===== src/rtl/ddr_pkg.sv =====
// Shared command codes, FSM state type and default widths for the DDR
// command responder and its read tracker.
package ddr_pkg;

   localparam logic [3:0] CMD_READ  = 4'b0011;
   localparam logic [3:0] CMD_WRITE = 4'b0100;

   localparam int DEF_ADDR_W          = 25;
   localparam int DEF_DATA_W          = 128;
   localparam int DEF_MAX_OUTSTANDING = 4;
   localparam int DEF_RD_TIMEOUT      = 255;

   typedef enum logic [1:0] {
      IDLE,
      CMD,
      WDATA
   } state_t;

   function automatic logic is_legal_cmd(input logic [3:0] code);
      return (code == CMD_READ) || (code == CMD_WRITE);
   endfunction

endpackage


===== src/rtl/ddr_rd_tracker.sv =====
// Counts reads in flight and registers returned read data toward the arbiter.
// Optional DDR_RD_TIMEOUT_EN synthesises a zero-data return for a lost read.
module ddr_rd_tracker
   import ddr_pkg::*;
#(
   parameter int DATA_W          = DEF_DATA_W,
   parameter int MAX_OUTSTANDING = DEF_MAX_OUTSTANDING,
   parameter int RD_TIMEOUT      = DEF_RD_TIMEOUT
)
(
   input  logic              clk_133M,
   input  logic              rst_133M,
   input  logic              rd_issue,
   input  logic              mem_rd_valid,
   input  logic [DATA_W-1:0] mem_rd_data,
   output logic [DATA_W-1:0] ddr_rd_data,
   output logic              ddr_data_valid,
   output logic              at_max_next,
   output logic              rd_err
);

   localparam int CNT_W = $clog2(MAX_OUTSTANDING + 1);

   logic [CNT_W-1:0] outstanding;
   logic [CNT_W-1:0] outstanding_next;
   logic             timeout_hit;
   logic             ret_dec;

`ifdef DDR_RD_TIMEOUT_EN
   localparam int TMR_W = $clog2(RD_TIMEOUT + 1);

   logic [TMR_W-1:0] rd_timer;

   // Timer only ages while a read is owed and nothing is coming back.
   always_ff @(posedge clk_133M) begin
      if (rst_133M || mem_rd_valid || (outstanding == '0) || timeout_hit)
         rd_timer <= '0;
      else
         rd_timer <= rd_timer + TMR_W'(1);
   end

   assign timeout_hit = (outstanding != '0) && !mem_rd_valid &&
                        (rd_timer == TMR_W'(RD_TIMEOUT - 1));
`else
   localparam int unused_rd_timeout = RD_TIMEOUT;

   assign timeout_hit = 1'b0;
`endif

   // A return with nothing outstanding is forwarded but never drives the count below zero.
   assign ret_dec = (mem_rd_valid || timeout_hit) && (outstanding != '0);
   assign rd_err  = (mem_rd_valid && (outstanding == '0)) || timeout_hit;

   always_comb begin
      outstanding_next = outstanding;
      if (rd_issue && !ret_dec)
         outstanding_next = outstanding + CNT_W'(1);
      else if (!rd_issue && ret_dec)
         outstanding_next = outstanding - CNT_W'(1);
   end

   assign at_max_next = (outstanding_next == CNT_W'(MAX_OUTSTANDING));

   always_ff @(posedge clk_133M) begin
      if (rst_133M) begin
         outstanding    <= '0;
         ddr_data_valid <= 1'b0;
         ddr_rd_data    <= '0;
      end else begin
         outstanding    <= outstanding_next;
         ddr_data_valid <= mem_rd_valid || timeout_hit;
         if (mem_rd_valid)
            ddr_rd_data <= mem_rd_data;
         else if (timeout_hit)
            ddr_rd_data <= '0;
      end
   end

endmodule


===== src/rtl/ddr_cmd_responder.sv =====
// Target end of the DDR request path: turns arbiter commands into controller
// transactions. Define DDR_RD_TIMEOUT_EN to enable read-return timeouts.
module ddr_cmd_responder
   import ddr_pkg::*;
#(
   parameter int ADDR_W          = DEF_ADDR_W,
   parameter int DATA_W          = DEF_DATA_W,
   parameter int MAX_OUTSTANDING = DEF_MAX_OUTSTANDING,
   parameter int RD_TIMEOUT      = DEF_RD_TIMEOUT
)
(
   input  logic              clk_133M,
   input  logic              rst_133M,
   input  logic [3:0]        cmd,
   input  logic              cmd_valid,
   input  logic [ADDR_W-1:0] ddr_address,
   input  logic [DATA_W-1:0] ddr_wr_data,
   output logic              cmd_busy,
   output logic [DATA_W-1:0] ddr_rd_data,
   output logic              ddr_data_valid,
   output logic              cmd_err,
   output logic [3:0]        mem_cmd,
   output logic [ADDR_W-1:0] mem_addr,
   output logic              mem_cmd_valid,
   input  logic              mem_cmd_rdy,
   output logic [DATA_W-1:0] mem_wr_data,
   input  logic              mem_datain_rdy,
   input  logic [DATA_W-1:0] mem_rd_data,
   input  logic              mem_rd_valid,
   input  logic              init_done
);

   state_t            state;
   state_t            state_next;
   logic              accept;
   logic              legal;
   logic              rd_issue;
   logic              at_max_next;
   logic              rd_err;
   logic [3:0]        hold_cmd;
   logic [ADDR_W-1:0] hold_addr;
   logic [DATA_W-1:0] hold_data;

   assign accept   = cmd_valid && (state == IDLE) && !cmd_busy;
   assign legal    = is_legal_cmd(cmd);
   assign rd_issue = (state == CMD) && mem_cmd_rdy && (hold_cmd == CMD_READ);

   assign mem_cmd     = hold_cmd;
   assign mem_addr    = hold_addr;
   assign mem_wr_data = hold_data;

   always_comb begin
      state_next = state;
      case (state)
         IDLE:    if (accept && legal) state_next = CMD;
         CMD:     if (mem_cmd_rdy) state_next = (hold_cmd == CMD_READ) ? IDLE : WDATA;
         WDATA:   if (mem_datain_rdy) state_next = IDLE;
         default: state_next = IDLE;
      endcase
   end

   // Busy is computed from next-cycle state so the arbiter sees it aligned with the FSM.
   always_ff @(posedge clk_133M) begin
      if (rst_133M) begin
         state         <= IDLE;
         cmd_busy      <= 1'b1;
         cmd_err       <= 1'b0;
         mem_cmd_valid <= 1'b0;
         hold_cmd      <= '0;
         hold_addr     <= '0;
         hold_data     <= '0;
      end else begin
         state         <= state_next;
         mem_cmd_valid <= (state_next == CMD);
         cmd_busy      <= !init_done || accept || (state_next != IDLE) || at_max_next;
         cmd_err       <= (accept && !legal) || (cmd_valid && cmd_busy) || rd_err;
         if (accept && legal) begin
            hold_cmd  <= cmd;
            hold_addr <= ddr_address;
            hold_data <= ddr_wr_data;
         end
      end
   end

   ddr_rd_tracker #(
      .DATA_W          (DATA_W),
      .MAX_OUTSTANDING (MAX_OUTSTANDING),
      .RD_TIMEOUT      (RD_TIMEOUT)
   ) u_rd_tracker (
      .clk_133M       (clk_133M),
      .rst_133M       (rst_133M),
      .rd_issue       (rd_issue),
      .mem_rd_valid   (mem_rd_valid),
      .mem_rd_data    (mem_rd_data),
      .ddr_rd_data    (ddr_rd_data),
      .ddr_data_valid (ddr_data_valid),
      .at_max_next    (at_max_next),
      .rd_err         (rd_err)
   );

endmodule

===== config.mk =====
export PLATFORM = sky130hd
export DESIGN_NAME = ddr_cmd_responder
export DESIGN_NICKNAME = d
export VERILOG_FILES = /design/src/rtl/ddr_pkg.sv /design/src/rtl/ddr_rd_tracker.sv /design/src/rtl/ddr_cmd_responder.sv
export SDC_FILE = /design/constraint.sdc
export NUM_CORES = 1
export LEC_CHECK = 0
export BUFFER_PORTS_ARGS = -buffer_cell sky130_fd_sc_hd__clkbuf_2
export CAP_MARGIN = 25
export CORE_AREA = 2 2 228 230
export CTS_CLUSTER_DIAMETER = 50
export DETAILED_ROUTE_END_ITERATION = 12
export DIE_AREA = 0 0 230 232
export PLACE_DENSITY = 0.56
export SETUP_SLACK_MARGIN = 0.1
export SLEW_MARGIN = 20
export SYNTH_ARGS = -nofsm -noshare
export SYNTH_HDL_FRONTEND = slang
export SYNTH_HIERARCHICAL = 1
export SYNTH_SLANG_ARGS = --single-unit

===== constraint.sdc =====
create_clock -name clk_133M -period 4.72 [get_ports clk_133M]
set_input_delay 0.472 -clock clk_133M [delete_from_list [all_inputs] [get_ports clk_133M]]
set_output_delay 0.472 -clock clk_133M [all_outputs]
set_load 0.02 [all_outputs]

==> results.toml, run 1 <==
[status]
outcome = "complete, no violations"

[worst_setup_path]
end_kind = "flop"
r2r_setup_slack_ps = 2180
critPathBufInv = 1
critPathKind = "reg2reg"
cp_max_fo = 53
worstPathRequired_ps = 5170
worstPathCellList = "nor4b_4, o21a_4, buf_4, mux2i_1"
max_stage_delay_ps = 800
worst_r2r_path_depth = 4
critPathArrivalTime_ps = 3000
path_delay_family = "compound AO/OA/AOI/OAI gates"
path_depth = 4
critical_path.slowest_cell = "o21a_4"
reg2reg_to = "mem_wr_data[48]$_SDFFE_PP0P_"
critical_path.startpoint_type = "flop"
critPathCapture = "mem_wr_data[48]$_SDFFE_PP0P_"
rr_startpoint = "state[1]$_SDFF_PP0_"
setup.worst_path.start = "state[1]$_SDFF_PP0_"

[floorplan]
start_util_pct = 22.5
die_h_um = 232
die_area_sq_um = 53400
placementRows = 83
die_w_um = 230
core_sq_um = 50900
ioPinCount = 581

[global_routing]
grt_max_degree = 163
grt_pass1_wl_um = 52300
overflow = 0
gr-usage-all-layers_pct = 12.3
antenna_found_initial = 3
grt_pass1_vias = 9774

[cells_and_area]
layout.nets = 2005
areaGrowthSynthToFinish_pct = 40.5
instances_no_fill = 2420
layout_common_cells = "clkbuf_2 (578), nand2_1 (313), dfxtp_1 (294), mux2i_1 (282), nor2_1 (135)"
mostFrequentLayoutCell = "clkbuf_2"
layout-drive-gt1-share_pct = 38.3

[sta]
setup_viol = 0
period_minus_slack_ps = 2540
setup_tns_ps = 0
rsz0062_at_grt = "no"
period_share_pct = 53.9
worstMarginPinSlew_ps = 1030
maxSlewViolCount = 0
clock-skew-final_ps = 19.0
fmax_mhz = 393
slew_headroom_pct = 31.2
setup_ws_ps = 2180
hold_viol = 0

[clocking]
cts_made_buffers = 39
clk_pin_slew_ps = 60
cts_resized = 0
cts_tree = "built"
clk_latency_ps = 540
cts.htree.levels = 2
postCtsHoldBufs = 0
cts_num_sinks = 294
clockBufferDepth = 3
clockRootBuffer = "clkbuf_16"
cts_setup_buffers = 0

[drt]
first_pass_iters = 6
drtIter0Drc = 269
ant_nets = 0
vias_per_cell = 4.07
routedWlPerCell_um = 14.4
via_count = 9855
wirelength_um = 34800
drc = 0

[job]
drv_cap = 0

[placement]
place_congestion = 0.792
place_inst = 2349
pre_cts_slack_ps = 1960
dp_hpwl_um = 26000
portBuffers = 580

[yosys]
async_flop_share_pct = 0
ys.flop_type = "dfxtp_1"
netlist_area_sq_um = 11400
ys_warn_count = 6
ys_ff_latch = 294
yosys.cell_types.count = 47
syn_inst = 1159
synth-edff-count = 0
yosysSeqAreaShare_pct = 51.5
syn_nets = 1454
syn_area_per_cell_sq_um = 9.86

[power]
p_per_area_nw_per_um2 = 399
irDropWorstVdd_uv = 224
power_uw = 6410
p_leak_uw = 0.00757

[min_path]
hold_class = "in2reg"
hold_depth = 3
==> layout make-up <==
class                           count  area, sq um
Antenna cell                        2         5.00
Clock inverter                     17          204
Timing Repair Buffer              593         3070
Multi-Input combinational cell    777         4900
Fill cell                        5355        34800
Sequential cell                   294         5890
Inverter                            5         26.3
Tap cell                          680          851
Clock buffer                       52         1130
==> how the worst min path moves through the flow <==
stage          slack, ps                    startpoint                            to
5_1_grt              130               ddr_wr_data[91]  mem_wr_data[91]$_SDFFE_PP0P_
3_3_place_gp         440  mem_wr_data[50]$_SDFFE_PP0P_  mem_wr_data[50]$_SDFFE_PP0P_
4_1_cts              110                ddr_address[7]      mem_addr[7]$_SDFFE_PP0P_
3_5_place_dp         450     mem_addr[23]$_SDFFE_PP0P_     mem_addr[23]$_SDFFE_PP0P_
6_report             160                ddr_address[9]      mem_addr[9]$_SDFFE_PP0P_
2_1_floorplan        530      mem_addr[0]$_SDFFE_PP0P_      mem_addr[0]$_SDFFE_PP0P_
==> kinds of logic (layout without fill, tap and decap cells) <==
| logic type | after synthesis | count (layout) | synth area share (%) |
|---|---|---|---|
| buf+inv | 88 | 667 | 5.72 |
| other cells | 0 | 2 | 0 |
| flops | 294 | 294 | 51.5 |
| compound gates | 20 | 20 | 1.25 |
| fa+ha+maj | 3 | 3 | 0.328 |
| xor+xnor | 2 | 2 | 0.153 |
| simple gates | 470 | 470 | 16.4 |
| mux | 282 | 282 | 24.7 |
==> state kept, by name, indices dropped and copies added, names as in the netlist <==
| signal | flops |
|---|---|
| state | 2 |
| mem_cmd | 4 |
| mem_cmd_valid | 1 |
| u_rd_tracker/outstanding | 3 |
| mem_addr | 25 |
| cmd_busy | 1 |
| u_rd_tracker/ddr_rd_data | 128 |
| u_rd_tracker/ddr_data_valid | 1 |
| cmd_err | 1 |
| mem_wr_data | 128 |
==> worst register-to-register path, stage by stage (launching register included) <==
cell and delay [ps]:
dfxtp_1 350, nor4b_4 450, o21a_4 800, buf_4 600, mux2i_1 250
==> metrics by stage <==
step	utilization, %	cell area, sq um	hold WS, ps
after floorplan	-	11400	533
after global routing	31.6	16100	126
after global placement	28.9	14700	442
after detailed placement	28.9	14700	447
final	31.6	16100	156
after CTS	31.6	16100	107
==> routing by layer <==
metal / global-route usage, % / routed length [um]
met1: 12.8 / 13100
met2: 22.0 / 17000
met3: 4.80 / 3370
met4: 5.18 / 1250
met5: 0 / 13
==> report_power, final <==
group	total, uW	internal, uW	leakage [uW]	switching [uW]
Clock	3010	1860	0.000651	1150
Combinational	763	325	0.00452	437
Sequential	2640	2580	0.00240	58.7
==> cell usage after synthesis, types with 2 or more instances <==
cell | n | area share (%)
or3_1 | 2 | 0.11
inv_1 | 3 | 0.099
dfxtp_1 | 294 | 51
nand2_1 | 313 | 10
nor3b_1 | 2 | 0.13
mux2i_1 | 282 | 25
o21ai_1 | 3 | 0.13
nand3_1 | 3 | 0.13
clkbuf_1 | 49 | 1.6
buf_8 | 3 | 0.39
a21oi_1 | 3 | 0.13
buf_2 | 7 | 0.31
buf_12 | 12 | 2.1
xnor2_1 | 2 | 0.15
a211oi_1 | 2 | 0.13
buf_6 | 11 | 1.1
o21a_1 | 2 | 0.13
nor2_1 | 135 | 4.4
ha_1 | 3 | 0.33
Note: power is estimated with default switching activity, not from simulation.
==> run 2, diff against run 1 <==
--- a/config.mk
+++ b/config.mk
@@ -5,13 +5,14 @@
 export SDC_FILE = /design/constraint.sdc
 export NUM_CORES = 1
 export LEC_CHECK = 0
+export ABC_AREA = 1
 export BUFFER_PORTS_ARGS = -buffer_cell sky130_fd_sc_hd__clkbuf_2
 export CAP_MARGIN = 25
-export CORE_AREA = 2 2 228 230
+export CORE_AREA = 2 2 227 229
 export CTS_CLUSTER_DIAMETER = 50
 export DETAILED_ROUTE_END_ITERATION = 12
-export DIE_AREA = 0 0 230 232
-export PLACE_DENSITY = 0.56
+export DIE_AREA = 0 0 229 231
+export PLACE_DENSITY = 0.58
 export SETUP_SLACK_MARGIN = 0.1
 export SLEW_MARGIN = 20
 export SYNTH_ARGS = -nofsm -noshare
==> constraint.sdc (replaced) <==
create_clock -name clk_133M -period 2.56 [get_ports clk_133M]
set_input_delay 0.256 -clock clk_133M [delete_from_list [all_inputs] [get_ports clk_133M]]
set_output_delay 0.256 -clock clk_133M [all_outputs]
set_load 0.02 [all_outputs]
==> run 2 against run 1 <==
  * Cell count grew 29%
  * Register-to-register slack lost 1600 ps
  * Total power is 97% higher
  * Utilization up 5.9 points
  * Global-route usage grew 4.2 points
  * Sequential power grew 85%
  * Fmax up 30%
  * Non-clock buffer count up 239
  * Critical endpoint is now cmd_busy$_SDFF_PP1_
==> results.toml, run 2 <==
[cells_and_area]
layout-drive-gt1-share_pct = 28.7
layout.nets = 2699
final_area_sq_um = 19000
areaGrowthSynthToFinish_pct = 57.9
mostFrequentLayoutCell = "clkbuf_2"
layout_common_cells = "clkbuf_2 (578), nand2_1 (417), dfxtp_1 (294), a21oi_1 (279), dlygate4sd3_1 (231)"
fillers = 5256

[status]
outcome = "complete, no violations"

[yosys]
ys_warn_count = 6
async_flop_share_pct = 0
synth-edff-count = 0
ys_ff_latch = 294
synth.most_common_cell = "nand2_1"
syn_inst = 1657
synthTopCellsByCount = "nand2_1 (417), dfxtp_1 (294), a21oi_1 (279)"
syn_area_per_cell_sq_um = 7.25
netlist_area_sq_um = 12000
syn_nets = 1952
synth.top_cell.area_share_pct = 49.0
yosysSeqAreaShare_pct = 49.0
synth_area_leaders = "dfxtp_1 (49%), nand2_1 (13%), a21oi_1 (12%), nand3_1 (6.8%), nor2_1 (5.3%)"
yosys.cell_types.count = 20
synth_area_leader_cell = "dfxtp_1"
ys.flop_type = "dfxtp_1"

[sta]
clock-skew-final_ps = 11.5
maxSlewViolCount = 0
slew_headroom_pct = 51.1
rsz0062_at_grt = "no"
setup_tns_ps = 0
setup_viol = 0
setup_ws_ps = 605
fmax_mhz = 511
hold_viol = 0
period_share_pct = 76.4
period_minus_slack_ps = 1960
worstMarginPinSlew_ps = 733

[placement]
place_congestion = 0.890
portBuffers = 580
dp_hpwl_um = 31300
pre_cts_slack_ps = 634
placed_cell_area_sq_um = 15300

[power]
p_per_area_nw_per_um2 = 665
p_int_uw = 9040
clockPowerShare_pct = 45.4
irDropWorstVdd_uv = 393
power_uw = 12600
p_leak_uw = 0.00925
switching_power_uw = 3570
p_comb_share_pct = 15.9
swShare_pct = 28.3
seqPwrFrac_pct = 38.7

[worst_setup_path]
end_kind = "flop"
crit_top_cell = "nand2_1"
critical_path.slowest_cell = "dfxtp_1"
worstPathRequired_ps = 2980
worstPathCellList = "nor2_1, nand3_1, nor3_1, inv_1, nand3_1, nand2_1, nand2_1, nand2_1, nand2_1, nor2_1, inv_1, nand2_1, nor3_1, nand3_1"
critPathKind = "reg2reg"
cp_max_fo = 4
max_stage_delay_ps = 320
critPathBufInv = 2
critPathArrivalTime_ps = 2370
critical_path.startpoint_type = "flop"
path_delay_family = "simple AND/OR/NAND/NOR gates"
r2r_setup_slack_ps = 600

[floorplan]
die_h_um = 231
core_sq_um = 50700
die_area_sq_um = 52900
ioPinCount = 581
placementRows = 83
start_util_pct = 23.7
die_w_um = 229

[global_routing]
top_usage_layer = "met2"
gr-usage-all-layers_pct = 16.5
globalRouteMet3Util_pct = 5.61
use_met1_pct = 17.6
antenna_found_initial = 10
grt_max_degree = 139
grt_pass1_vias = 13200
grt_pass1_wl_um = 70500
grt_use_met2_pct = 29.5
overflow = 0

[clocking]
clk_pin_slew_ps = 50
clockRootBuffer = "clkbuf_16"
cts_setup_buffers = 0
clockBufferDepth = 3
clk_latency_ps = 540
cts_tree = "built"
cts_made_buffers = 42
cts_num_sinks = 294
cts.htree.levels = 2

[min_path]
hold_class = "in2reg"

[job]
drv_cap = 0

[drt]
wirelength_um = 45800
routedWlPerCell_um = 14.7
via_count = 13500
drc = 0
first_pass_iters = 7
drtIter0Drc = 614
vias_per_cell = 4.33
ant_nets = 0
run 2: cell count changes after synthesis, sizes merged, moves of 4 or more:
| cell | before | now |
|---|---|---|
| o21ai | 4 | 0 |
| buf | 34 | 117 |
| mux2i | 282 | 0 |
| nand2 | 313 | 432 |
| inv | 4 | 168 |
| a21oi | 3 | 289 |
| clkbuf | 49 | 12 |
| nand3 | 3 | 164 |
| nor2 | 135 | 172 |
run 2: cell type report:
class | count | area, sq um | share of cell area (%)
inverters | 169 | 639 | 3.37
clock buffers | 52 | 1120 | 5.90
clock inverters | 21 | 250 | 1.32
well taps | 680 | 851 | 4.48
multi-input cells | 1065 | 4700 | 24.8
flip-flops and latches | 294 | 5890 | 31.0
diodes | 8 | 20.0 | 0.106
repair buffers | 832 | 5500 | 29.0
run 2: what timing repair did:
action | in CTS | in global routing
hold buffers | 231 | 0
hold endpoints to repair | 231 | 0
setup endpoints to repair | 0 | 0
gates resized for setup | 0 | 0
run 2: cells by family (layout without fill, tap and decap cells):
logic type | after synthesis | in the layout | synth area share [%]
other cells | 0 | 8 | 0
fa+ha+maj | 3 | 3 | 0.312
compound gates | 289 | 289 | 12.4
simple gates | 773 | 773 | 26.4
flops | 294 | 294 | 49.0
buf+inv | 298 | 1074 | 12.0
run 2: path summary, 6_finish.rpt:
check | endpoint | cells after the start | from
worst max-delay path | cmd_busy$_SDFF_PP1_ | 14 | mem_cmd[3]$_SDFFE_PP0P_
worst min register to register | u_rd_tracker/ddr_rd_data[3]$_SDFFE_PP0P_ | 2 | u_rd_tracker/ddr_rd_data[3]$_SDFFE_PP0P_
worst max register to register | cmd_busy$_SDFF_PP1_ | 14 | mem_cmd[3]$_SDFFE_PP0P_
worst min-delay path | cmd_busy$_SDFF_PP1_ | 4 | init_done
run 2: metal layers:
| metal | up-vias | wire [um] | share of wire [%] |
|---|---|---|---|
| met5 | - | 13 | 0.028 |
| met4 | 2 | 1860 | 4.1 |
| met2 | 561 | 22800 | 50 |
| met1 | 6113 | 17100 | 37 |
| met3 | 125 | 3980 | 8.7 |
| li1 | 6715 | - | - |
run 2: worst reg2reg max path, cell delays in order (launching register included):
cell and delay, ps:
dfxtp_1 320, nor2_1 100, nand3_1 110, nor3_1 320, inv_1 130, nand3_1 130
nand2_1 80, nand2_1 80, nand2_1 80, nand2_1 90, nor2_1 40, inv_1 40
nand2_1 40, nor3_1 160, nand3_1 100
run 2: power groups by stage:
| stage | registers, uW | logic (uW) | clock network, uW |
|---|---|---|---|
| after floorplan | 5170 | 878 | 0 |
| after global placement | 4970 | 1680 | 0 |
| after detailed placement | 4980 | 1710 | 0 |
| after CTS | 4880 | 2000 | 5900 |
| after global routing | 4900 | 2210 | 6080 |
| final | 4880 | 2010 | 5720 |
run 2: per-stage QoR:
stage	instances	hold WS, ps	util (%)
global route	3121	12.0	37.4
floorplan	1657	325	-
global placement	2809	445	30.1
detailed placement	2809	455	30.1
finish	3121	31.8	37.4
CTS	3113	0.157	37.4
==> run 3, diff against run 2 <==
==> constraint.sdc (replaced) <==
create_clock -name clk_133M -period 1.9 [get_ports clk_133M]
set_input_delay 0.19 -clock clk_133M [delete_from_list [all_inputs] [get_ports clk_133M]]
set_output_delay 0.19 -clock clk_133M [all_outputs]
set_load 0.02 [all_outputs]
==> run 3 against run 2 <==
  * Total power rose by 38%
  * Clock-buffer cell count rose by 5
  * Largest power group unchanged
  * Routed wire length rose by 2.0%
  * Largest cell class is now buffers
  * Die area did not move
  * Register-to-register slack got worse by 450 ps
  * Critical endpoint unchanged
  * Flip-flop and latch count did not move
  * Via count rose by 2.7%
==> results.toml, run 3 (synthesis results as in run 2) <==
[worst_setup_path]
critPathKind = "reg2reg"
worstPathRequired_ps = 2390
critPathArrivalTime_ps = 2240
critical_path.startpoint_type = "flop"
end_kind = "flop"
cp_max_fo = 3
setup.worst_path.start = "mem_cmd[2]$_SDFFE_PP0P_"
rr_startpoint = "mem_cmd[2]$_SDFFE_PP0P_"

[job]
drv_cap = 0

[sta]
rsz0062_at_grt = "yes"
hold_viol = 0
period_minus_slack_ps = 1750
fmax_mhz = 571
period_share_pct = 92.1
clock-skew-final_ps = 12.9
setup_viol = 0
slew_headroom_pct = 62.2
setup_tns_ps = 0
hold_slack_ps = 38.3
maxSlewViolCount = 0
worstMarginPinSlew_ps = 567

[global_routing]
overflow = 0
grt_pass1_wl_um = 71600
antenna_found_initial = 7
grt_max_degree = 92
grt_pass1_vias = 13500
gr-usage-all-layers_pct = 16.8

[power]
p_per_area_nw_per_um2 = 879
swShare_pct = 28.1
p_int_uw = 12500
clockPowerShare_pct = 45.5
irDropWorstVdd_uv = 693
seqPwrFrac_pct = 37.8
p_comb_share_pct = 16.7
switching_power_uw = 4900
p_leak_uw = 0.00962

[drt]
drtIter0Drc = 624
routedWlPerCell_um = 14.7
ant_nets = 0
vias_per_cell = 4.36
via_count = 13900
drc = 0
wirelength_um = 46800
first_pass_iters = 6

[floorplan]
die_area_sq_um = 52900
ioPinCount = 581
placementRows = 83
start_util_pct = 23.7
die_h_um = 231
core_sq_um = 50700
die_w_um = 229

[clocking]
clockRootBuffer = "clkbuf_16"
clockBufferDepth = 3
clk_latency_ps = 560
cts_tree = "built"
cts_made_buffers = 42
cts.htree.levels = 2
cts_num_sinks = 294
clk_pin_slew_ps = 50

[cells_and_area]
mostFrequentLayoutCell = "clkbuf_2"
areaGrowthSynthToFinish_pct = 64.8
layout-drive-gt1-share_pct = 29.1
layout.nets = 2761
layout_common_cells = "clkbuf_2 (578), nand2_1 (417), dfxtp_1 (293), a21oi_1 (279), dlygate4sd3_1 (277)"

[placement]
portBuffers = 580
place_congestion = 0.924
dp_hpwl_um = 31900

[status]
outcome = "complete, no violations"

[min_path]
hold_class = "in2reg"
hold_start = "cmd_valid"
-- run 3: final timing paths --
path | to | slack [ps] | cells past startpoint
max reg2reg | cmd_busy$_SDFF_PP1_ | 150 | 14
max | cmd_busy$_SDFF_PP1_ | 150 | 14
min | cmd_err$_SDFF_PP0_ | 40 | 3
min reg2reg | u_rd_tracker/ddr_rd_data[46]$_SDFFE_PP0P_ | 460 | 2
-- run 3: per-stage QoR --
stage          power (uW)  setup WS, ps  instances  util, %  instance area, sq um
3_5_place_dp         9080          69.0       2822     30.6                 15500
4_1_cts             17600           130       3171     38.9                 19700
6_report            17400           150       3182     39.1                 19800
3_3_place_gp         9030           178       2822     30.6                 15500
2_1_floorplan        8150           146       1657        -                 12000
5_1_grt             18200         -14.0       3182     39.1                 19800
-- run 3: metal layers --
layer	part of all wire (%)	GRT usage (%)	wire length (um)	vias to the layer above
li1	-	-	-	6850
met1	38	17.9	17700	6287
met2	49	30.0	23000	615
met3	8.5	5.40	4000	127
met4	4.4	8.08	2050	2
met5	0.032	0	15	-
-- run 3: final cells by class --
cell class	instances	area, sq um
Fill cell	5084	30900
Timing Repair Buffer	894	6210
Sequential cell	294	5890
Multi-Input combinational cell	1065	4750
Clock buffer	57	1220
Tap cell	680	851
Inverter	169	639
Clock inverter	17	224
Antenna cell	6	15.0
-- run 3: power by group through the flow --
stage	registers, uW	clock network [uW]	logic (uW)
after global placement	6690	0	2340
after floorplan	6970	0	1180
final	6580	7930	2910
after CTS	6570	8180	2840
after global routing	6600	8470	3170
after detailed placement	6700	0	2380
-- run 3: timing repair --
item | in CTS | in global routing
pin swaps | 0 | 8
gates resized for setup | 1 | 13
buffers inserted | 0 | 3
hold buffers | 275 | 2
endpoints found under the setup margin | 1 | 1
hold endpoints to repair | 275 | 2
-- run 3: critical path, cell delays in order (launching register included) --
cell	delay, ps
dfxtp_4	350
nor2_4	120
nand3_4	90
nor3_4	210
buf_4	160
nand2_1	80
nand2_1	110
nor2_2	50
nor2_2	120
nand2_1	70
nor2_1	100
inv_1	40
nand2_1	80
nor3_2	40
nand3_1	100
